## src/rtl/load_store_unit_pkg.sv

```systemverilog
// Shared opcodes, FSM state type and store-side request decode for the load/store unit.
package load_store_unit_pkg;

    localparam logic [5:0] OPCODE_LB  = 6'h20;
    localparam logic [5:0] OPCODE_LH  = 6'h21;
    localparam logic [5:0] OPCODE_LWL = 6'h22;
    localparam logic [5:0] OPCODE_LW  = 6'h23;
    localparam logic [5:0] OPCODE_LBU = 6'h24;
    localparam logic [5:0] OPCODE_LHU = 6'h25;
    localparam logic [5:0] OPCODE_LWR = 6'h26;
    localparam logic [5:0] OPCODE_SB  = 6'h28;
    localparam logic [5:0] OPCODE_SH  = 6'h29;
    localparam logic [5:0] OPCODE_SW  = 6'h2B;

    typedef enum logic [1:0] {IDLE, ACCESS, DONE} lsu_state_t;

    typedef struct packed {
        logic        rd;
        logic        wr;
        logic [3:0]  be;
        logic [31:0] wdata;
        logic [1:0]  off;
    } lsu_req_t;

    // Lane offset is forced aligned for half/word ops so a misaligned access still proceeds.
    function automatic lsu_req_t lsu_decode(input logic [5:0] op, input logic [1:0] a,
                                            input logic [31:0] rt);
        lsu_req_t r;
        r = '0;
        r.off = a;
        case (op)
            OPCODE_LB, OPCODE_LBU: begin r.rd = 1'b1; r.be = 4'b0001 << a; end
            OPCODE_SB: begin r.wr = 1'b1; r.be = 4'b0001 << a; r.wdata = {4{rt[7:0]}}; end
            OPCODE_LH, OPCODE_LHU: begin
                r.off = {a[1], 1'b0}; r.rd = 1'b1; r.be = 4'b0011 << r.off;
            end
            OPCODE_SH: begin
                r.off = {a[1], 1'b0}; r.wr = 1'b1; r.be = 4'b0011 << r.off;
                r.wdata = {2{rt[15:0]}};
            end
            OPCODE_LW:  begin r.off = 2'd0; r.rd = 1'b1; r.be = 4'b1111; end
            OPCODE_SW:  begin r.off = 2'd0; r.wr = 1'b1; r.be = 4'b1111; r.wdata = rt; end
            OPCODE_LWL: begin r.rd = 1'b1; r.be = (4'b0010 << a) - 4'd1; end
            OPCODE_LWR: begin r.rd = 1'b1; r.be = 4'b1111 << a; end
            default: ;
        endcase
        return r;
    endfunction

    function automatic logic lsu_misaligned(input logic [5:0] op, input logic [1:0] a);
        return ((op == OPCODE_LW || op == OPCODE_SW) && a != 2'd0) ||
               ((op == OPCODE_LH || op == OPCODE_LHU || op == OPCODE_SH) && a[0]);
    endfunction

endpackage

```

## src/rtl/load_store_unit_load_extension.sv

```systemverilog
// Combinational load writeback formation: byte/half extraction, extension and LWL/LWR merge.
import load_store_unit_pkg::*;

module load_extension (
    input  logic [5:0]  opcode,
    input  logic [1:0]  offset,
    input  logic [31:0] readdata,
    input  logic [31:0] rt,
    output logic [31:0] result
);
    logic [31:0] shifted;
    logic [4:0]  lane_sh;
    logic [4:0]  lwl_sh;
    logic [4:0]  lwl_mask_sh;

    assign lane_sh     = {offset, 3'b000};
    assign lwl_sh      = {2'd3 - offset, 3'b000};
    assign lwl_mask_sh = {offset + 2'd1, 3'b000};
    assign shifted     = readdata >> lane_sh;

    always_comb begin
        result = 32'd0;
        case (opcode)
            OPCODE_LB:  result = {{24{shifted[7]}}, shifted[7:0]};
            OPCODE_LBU: result = {24'd0, shifted[7:0]};
            OPCODE_LH:  result = {{16{shifted[15]}}, shifted[15:0]};
            OPCODE_LHU: result = {16'd0, shifted[15:0]};
            OPCODE_LW:  result = readdata;
            // offset 3 would need a 32-bit mask shift; the word alone is the answer there
            OPCODE_LWL: result = (offset == 2'd3) ? readdata :
                                 (readdata << lwl_sh) | (rt & (32'hFFFF_FFFF >> lwl_mask_sh));
            OPCODE_LWR: result = shifted | (rt & ~(32'hFFFF_FFFF >> lane_sh));
            default:    result = 32'd0;
        endcase
    end
endmodule

```

## src/rtl/load_store_unit.sv

```systemverilog
// Load/store unit: IDLE/ACCESS/DONE sequencer driving a word-addressed wait-state bus.
// Optional MISALIGN_TRAP_EN turns misaligned half/word accesses into faults with no bus cycle.
import load_store_unit_pkg::*;

module load_store_unit (
    input  logic        clk,
    input  logic        rst_n,
    input  logic        start,
    input  logic [5:0]  opcode,
    input  logic [31:0] eff_address,
    input  logic [31:0] rt_data,
    output logic        busy,
    output logic        done,
    output logic [31:0] load_result,
    output logic        fault,
    output logic [31:0] mem_address,
    output logic        mem_read,
    output logic        mem_write,
    output logic [3:0]  mem_byteenable,
    output logic [31:0] mem_writedata,
    input  logic [31:0] mem_readdata,
    input  logic        mem_waitrequest
);
    lsu_state_t  state_q, state_d;
    logic [5:0]  op_q, op_d;
    logic [1:0]  off_q, off_d;
    logic [31:0] rt_q, rt_d;
    logic [31:0] addr_q, addr_d, wdata_q, wdata_d, result_q, result_d;
    logic        rd_q, rd_d, wr_q, wr_d, fault_q, fault_d;
    logic [3:0]  be_q, be_d;
    logic [31:0] ext_result;
    logic        mis;
    lsu_req_t    req;

    assign req = lsu_decode(opcode, eff_address[1:0], rt_data);
`ifdef MISALIGN_TRAP_EN
    assign mis = lsu_misaligned(opcode, eff_address[1:0]);
`else
    assign mis = 1'b0;
`endif

    load_extension u_ext (
        .opcode   (op_q),
        .offset   (off_q),
        .readdata (mem_readdata),
        .rt       (rt_q),
        .result   (ext_result)
    );

    always_comb begin
        state_d  = state_q;
        op_d     = op_q;
        off_d    = off_q;
        rt_d     = rt_q;
        addr_d   = addr_q;
        wdata_d  = wdata_q;
        result_d = result_q;
        rd_d     = rd_q;
        wr_d     = wr_q;
        be_d     = be_q;
        fault_d  = fault_q;
        case (state_q)
            IDLE: if (start) begin
                op_d  = opcode;
                off_d = req.off;
                rt_d  = rt_data;
                if (mis || !(req.rd || req.wr)) begin
                    state_d  = DONE;
                    result_d = 32'd0;
                    fault_d  = mis;
                end else begin
                    state_d = ACCESS;
                    addr_d  = {eff_address[31:2], 2'b00};
                    rd_d    = req.rd;
                    wr_d    = req.wr;
                    be_d    = req.be;
                    wdata_d = req.wdata;
                end
            end
            ACCESS: if (!mem_waitrequest) begin
                state_d  = DONE;
                rd_d     = 1'b0;
                wr_d     = 1'b0;
                result_d = ext_result;
                fault_d  = 1'b0;
            end
            DONE:    state_d = IDLE;
            default: state_d = IDLE;
        endcase
    end

    always_ff @(posedge clk or negedge rst_n) begin
        if (!rst_n) begin
            state_q  <= IDLE;
            op_q     <= 6'd0;
            off_q    <= 2'd0;
            rt_q     <= 32'd0;
            addr_q   <= 32'd0;
            wdata_q  <= 32'd0;
            result_q <= 32'd0;
            rd_q     <= 1'b0;
            wr_q     <= 1'b0;
            be_q     <= 4'd0;
            fault_q  <= 1'b0;
        end else begin
            state_q  <= state_d;
            op_q     <= op_d;
            off_q    <= off_d;
            rt_q     <= rt_d;
            addr_q   <= addr_d;
            wdata_q  <= wdata_d;
            result_q <= result_d;
            rd_q     <= rd_d;
            wr_q     <= wr_d;
            be_q     <= be_d;
            fault_q  <= fault_d;
        end
    end

    assign busy           = (state_q != IDLE);
    assign done           = (state_q == DONE);
    assign load_result    = result_q;
    assign fault          = fault_q;
    assign mem_address    = addr_q;
    assign mem_read       = rd_q;
    assign mem_write      = wr_q;
    assign mem_byteenable = be_q;
    assign mem_writedata  = wdata_q;
endmodule

```

## config.mk

```make
export PLATFORM = sky130hd
export DESIGN_NAME = load_store_unit
export DESIGN_NICKNAME = d
export VERILOG_FILES = /design/src/rtl/load_store_unit_pkg.sv /design/src/rtl/load_store_unit_load_extension.sv /design/src/rtl/load_store_unit.sv
export SDC_FILE = /design/constraint.sdc
export NUM_CORES = 1
export LEC_CHECK = 0
export CAP_MARGIN = 20
export CORE_ASPECT_RATIO = 2
export CORE_UTILIZATION = 35
export CTS_CLUSTER_SIZE = 12
export DETAILED_ROUTE_END_ITERATION = 10
export PLACE_DENSITY = 0.67
export SETUP_SLACK_MARGIN = 0.5
export SYNTH_ARGS = -nofsm -noshare
export SYNTH_HDL_FRONTEND = slang
export SYNTH_SLANG_ARGS = --single-unit
```

## constraint.sdc

```tcl
create_clock -name clk -period 4.35 [get_ports clk]
set_input_delay 0.87 -clock clk [delete_from_list [all_inputs] [get_ports clk]]
set_output_delay 0.87 -clock clk [all_outputs]
set_load 0.03 [all_outputs]
```

Word level (Yosys, flattened, before mapping):

Index checks and enable logic that the tools add are counted.

* register bits: 143
* bits in latches: 0
* RAM bits: 0
* ROM bits: 0
* logic and storage cells: 90
* memories kept: 0

* add/sub/neg operators: 3
* multiply operators: 0
* div/mod/pow operators: 0
* $lt $le $gt $ge: 0
* equality and inequality tests: 24
* shift operators: 8
* mux-type cells: 25
* bitwise logic cells: 5
* reduce and logical (&&, ||, !) cells: 14

Operator list (number)
* 32-bit one-hot mux with 7 select lines: 1
* 32-bit two-way mux: 4
* 6-bit equality test (second input constant): 17
* 32-bit one-hot mux with 3 select lines: 1
* 32-bit AND: 2
* 32-bit bitwise OR: 2
* 32-bit one-hot mux with 2 select lines: 1
* 32-bit by 5-bit >> shifter with 32-bit output (first input constant): 2
* 32-bit inverter: 1
* 32-bit by 5-bit << shifter with 32-bit output: 1
* 32-bit by 5-bit >> shifter with 32-bit output: 1
* 4-bit one-hot mux with 5 select lines: 1
* 1-bit two-way mux: 9
* 3-bit OR reduction: 3
* 2-bit inequality test (second input constant): 4
* 2-bit one-hot mux with 2 select lines: 2
* 4-bit AND reduction: 2
* 2-bit by 2-bit << shifter with 4-bit output (first input constant): 2
* 7-bit OR reduction: 1
* 2-bit two-way mux: 3
* 1-bit one-hot mux with 2 select lines: 3
* 2-bit equality test (second input constant): 2
* 2-bit AND reduction: 2
* 2-bit nonzero test: 2
* 10 further kinds: 10

Logic depth before layout (Yosys ltp):

* word-level depth: 8
* gate-level depth with buffers: 10
* mapped depth without buffers: 7

Cells and area by module:

A second synthesis with hierarchy kept.

* cells, all modules: 939
* area total of the unflattened synthesis: 8052.7 µm²

Modules (own cells, without submodules)
* load_store_unit: instances 1, cells an instance 643, area an instance 5970.7 µm²
* load_extension: instances 1, cells an instance 296, area an instance 2082.0 µm²

Least setup slack after synthesis:

Ideal clock, no wire load.

* path kind: input -> register
* start: input port opcode[3]
* end: register rd_q (netlist: mem_read)
* arrival: 2454 ps
* data required time: 4222 ps
* setup slack: 1768 ps
* stages: 6
* cells stage by stage: buf_2 > mux2_2 > a221o_1 > or3b_1 > a21oi_2 > mux2_1

* word-level cells in the longest chain between the ends: 6

RTL lines
* start: declaration: line load_store_unit.sv:9 `input logic [5:0] opcode,`
* 6-bit equality test: line load_store_unit_pkg.sv:31 `case (op)`
* 7-bit OR reduction (no line) or 3-bit OR reduction (tied branches)
* 1-bit two-way mux: line load_store_unit_pkg.sv:31
* 1-bit two-way mux or 1-bit logical OR (tied branches): line load_store_unit.sv:67 `if (mis || !(req.rd || req.wr)) begin`
* 1-bit two-way mux or 2-bit inequality test (tied branches)
* 1-bit one-hot mux with 2 select lines or 4-bit AND reduction (tied branches)
* end signal: assignment: line load_store_unit.sv:113 `rd_q <= rd_d;`
* end: declaration: line load_store_unit.sv:29 `logic rd_q, rd_d, wr_q, wr_d, fault_q, fault_d;`

Parallel ways exist; a longest one is shown, timed or not. The select of a mux whose other input is x is not followed.
A chain may end at the register's enable or synchronous reset.

Worst setup path in the final report:

* start: input port opcode[2]
* end: register addr_q[11] (netlist: mem_address[11])

* word-level cells in the longest chain between the ends: 5

RTL lines
* 6-bit equality test: line load_store_unit_pkg.sv:31
* 7-bit OR reduction (no line) or 3-bit OR reduction (tied branches)
* 1-bit two-way mux: line load_store_unit_pkg.sv:31
* 1-bit logical OR (*): line load_store_unit.sv:67
* 3-bit AND reduction (no line) (*)
* end signal: assignment: line load_store_unit.sv:110 `addr_q <= addr_d;`
* end: declaration: line load_store_unit.sv:28 `logic [31:0] addr_q, addr_d, wdata_q, wdata_d, result_q, result_d;`

Mark *: on every way between the ends. The rest lies on a longest branch, timed or not.

==> qor.yml <==
grt_max_degree: 112
cts_sinks: 142
grt_usage_pct: 25.2
fp.dieH_microns: 210
r2r.worst_path.cells: 8
cts_resized: 0
cpMaxStageDelayCell: "clkdlybuf4s50_1"
fin_util_pct: 49.8
start_kind: "input port"
tns_ns: 0
first_global_vias: 7528
firstDrtPassIters: 5
placed_cell_area_sq_um: 9850
status: "finished clean"
cts.hold.buffers_added: 0
power_mw: 4.94
r2r_end: "load_result[3]$_DFFE_PN0P_"
dieWidth_microns: 106
area_delta_synth_final_pct: 38.4
internal_power_mw: 3.19
path_delay_family: "buffers and inverters"
crit_path_frequent_cell: "nand2_1"
criticalPathCategory: "input port to flop"
numCtsBuffers: 17
antenna_found_initial: 0
vdd_ir_drop_max_v: 0.000332
tightest_slew_ns: 1.10
power.density_nw_per_um2: 470
final_cell_mix: "nand2_1 (248), clkdlybuf4s50_1 (206), dfrtp_1 (142), o21ai_0 (52), nor2_1 (42)"
cp_num_buf_inv: 2
post-cts-setup-buffers: 0
ys_async_sr_fraction_pct: 100
hold_violations: 0
max_freq_ghz: 0.319
nets: 1151
netlist_area_sq_um: 7590
seqPwrFrac_pct: 35.5
cp_max_fo: 42
power.leakage_nw: 4.68
layout_commonest_cell: "nand2_1"
grt_pass1_wl_mm: 42.4
initial_utilization_pct: 36.0
synth_area_leaders: "dfrtp_1 (47%), nand2_1 (12%), o21ai_0 (3.5%), a22oi_1 (3.5%), mux2_2 (3.4%)"
ys_seq_area_share_pct: 46.8
rr_startpoint: "off_q[0]$_DFFE_PN0P_"
dp_hpwl_mm: 20.6
power.switching_mw: 1.75
synth-seq-cells: 142
end_kind: "flop"
ys_types: 59
min_period_ns: 3.13
final_layout_size_suffix_gt1_share_pct: 8.16
sw_frac_of_total_pct: 35.4
cap_violations: 0
antenna_left: 0
grt.overflow.total: 0
post_drt_wl_per_cell_microns: 20.6
diodes: 0
slew_violations: 0
worstPathCellList: "clkdlybuf4s50_1, mux2_2, a221o_1, or2_2, buf_4, nand2_1, nand2_1"
arrival_ns: 3.44
dr.first_iter.drc_count: 448
whs_ns: 0.274
syn_area_per_cell_sq_um: 8.81
required_ns: 4.66
final_area_sq_um: 10500
rsz0062_at_grt: "no"
clk_latency_ns: 0.42
post-route-period-util_pct: 72.0
pin_count: 211
synthCells: 862
routabilityCongestion: 0.967
clk_pin_slew_ns: 0.06
final.setup_skew_ns: 0.0104
reg2reg_slack_ns: 1.48
die-area_sq_um: 22300
drc_errors: 0
num_vias: 7243
comb_power_share_pct: 33.0
cts-root-buf: "clkbuf_16"
setup_viol: 0
max-clock-path-buffers: 2
portBuffers: 207
slew_headroom_pct: 26.6
rows: 75
cts.htree.levels: 4
yosysTopAreaCell: "dfrtp_1"
drt_wl_total_mm: 27.3
coreArea_sq_um: 21100
ys_warn_count: 0
synth_edf_count: 0
avgViaCountPerCell: 5.47
cts_tree: "built"
synth_top_area_share_pct: 46.8
p_clk_share_pct: 31.5
slowest_delay_ns: 0.65
ys.flop_type: "dfrtp_1"
hold_class: "input port to async pin"
[registers in the layout (all words and copies together), names as in the netlist]
signal / flops
load_result: 32
mem_address: 30
mem_byteenable: 4
mem_read: 1
mem_write: 1
mem_writedata: 32
off_q: 2
op_q: 6
rt_q: 32
state_q: 2
[through the flow]
stage          worst slack, ns  cells
6_report                  1.22   1323
5_1_grt                   1.11   1323
4_1_cts                   1.23   1322
3_5_place_dp             0.776   1290
3_3_place_gp             0.854   1290
2_1_floorplan             1.77    864
[per-layer routing]
| metal | part of all wire, % | routed length [microns] | vias to the layer above | track usage (%) |
|---|---|---|---|---|
| li1 | - | - | 3400 | - |
| met1 | 36 | 9880 | 3448 | 26.7 |
| met2 | 52 | 14100 | 313 | 44.4 |
| met3 | 5.6 | 1530 | 82 | 5.10 |
| met4 | 6.6 | 1800 | 0 | 16.9 |
| met5 | 0 | 0 | - | 0 |
[logic make-up (layout without fill, tap and decap cells)]
group	Yosys count	count (layout)	share of synthesized area, %
AND/OR/NAND/NOR	364	364	20.5
AO/OA/AOI/OAI	219	219	20.8
flip-flops	142	142	46.8
buffers and inverters	88	278	4.88
multiplexers	43	43	6.23
adder cells (fa/ha/maj)	4	4	0.659
other	1	3	0.0494
XOR/XNOR	1	1	0.115
[cell usage after synthesis, drive strengths merged (2+ instances only)]
cell / instances
nand2: 248
dfrtp: 142
o21ai: 59
nor2: 43
clkbuf: 39
a22oi: 35
a22o: 28
buf: 28
a221oi: 25
mux2: 24
inv: 21
nand3: 21
mux2i: 18
a21oi: 11
o22ai: 10
nor3: 9
a211oi: 8
a221o: 8
nor2b: 8
a2111oi: 7
and2: 7
a21o: 6
a31oi: 5
and3: 4
ha: 4
nand2b: 4
nor4b: 4
o21a: 4
nor3b: 3
or2: 3
a311oi: 2
nand3b: 2
nor4: 2
o221a: 2
o31ai: 2
[power groups by stage]
stage	combinational (mW)	clock (mW)	sequential (mW)
6_report	1.63	1.56	1.75
5_1_grt	1.75	1.65	1.78
4_1_cts	1.62	1.58	1.75
3_5_place_dp	1.62	0	1.76
3_3_place_gp	1.61	0	1.76
2_1_floorplan	0.658	0	2.00
[layout make-up]
class / count / area [sq um]
clock inverters: 14 / 191
fillers: 2008 / 10600
well taps: 269 / 337
flip-flops and latches: 142 / 3550
multi-input cells: 634 / 3680
clock buffers: 18 / 439
inverters: 21 / 78.8
repair buffers: 225 / 2230
[how the worst max path moves through the flow]
stage	startpoint	endpoint	slack (ns)	depth (start not counted)
floorplan	opcode[3]	mem_read$_DFFE_PN0P_	1.77	6
global placement	opcode[2]	mem_address[10]$_DFFE_PN0P_	0.85	7
detailed placement	opcode[2]	mem_address[8]$_DFFE_PN0P_	0.78	7
CTS	opcode[2]	mem_address[22]$_DFFE_PN0P_	1.23	7
global route	opcode[2]	mem_address[23]$_DFFE_PN0P_	1.11	7
finish	opcode[2]	mem_address[11]$_DFFE_PN0P_	1.22	7
No activity file was read; power rests on OpenSTA's default activity.
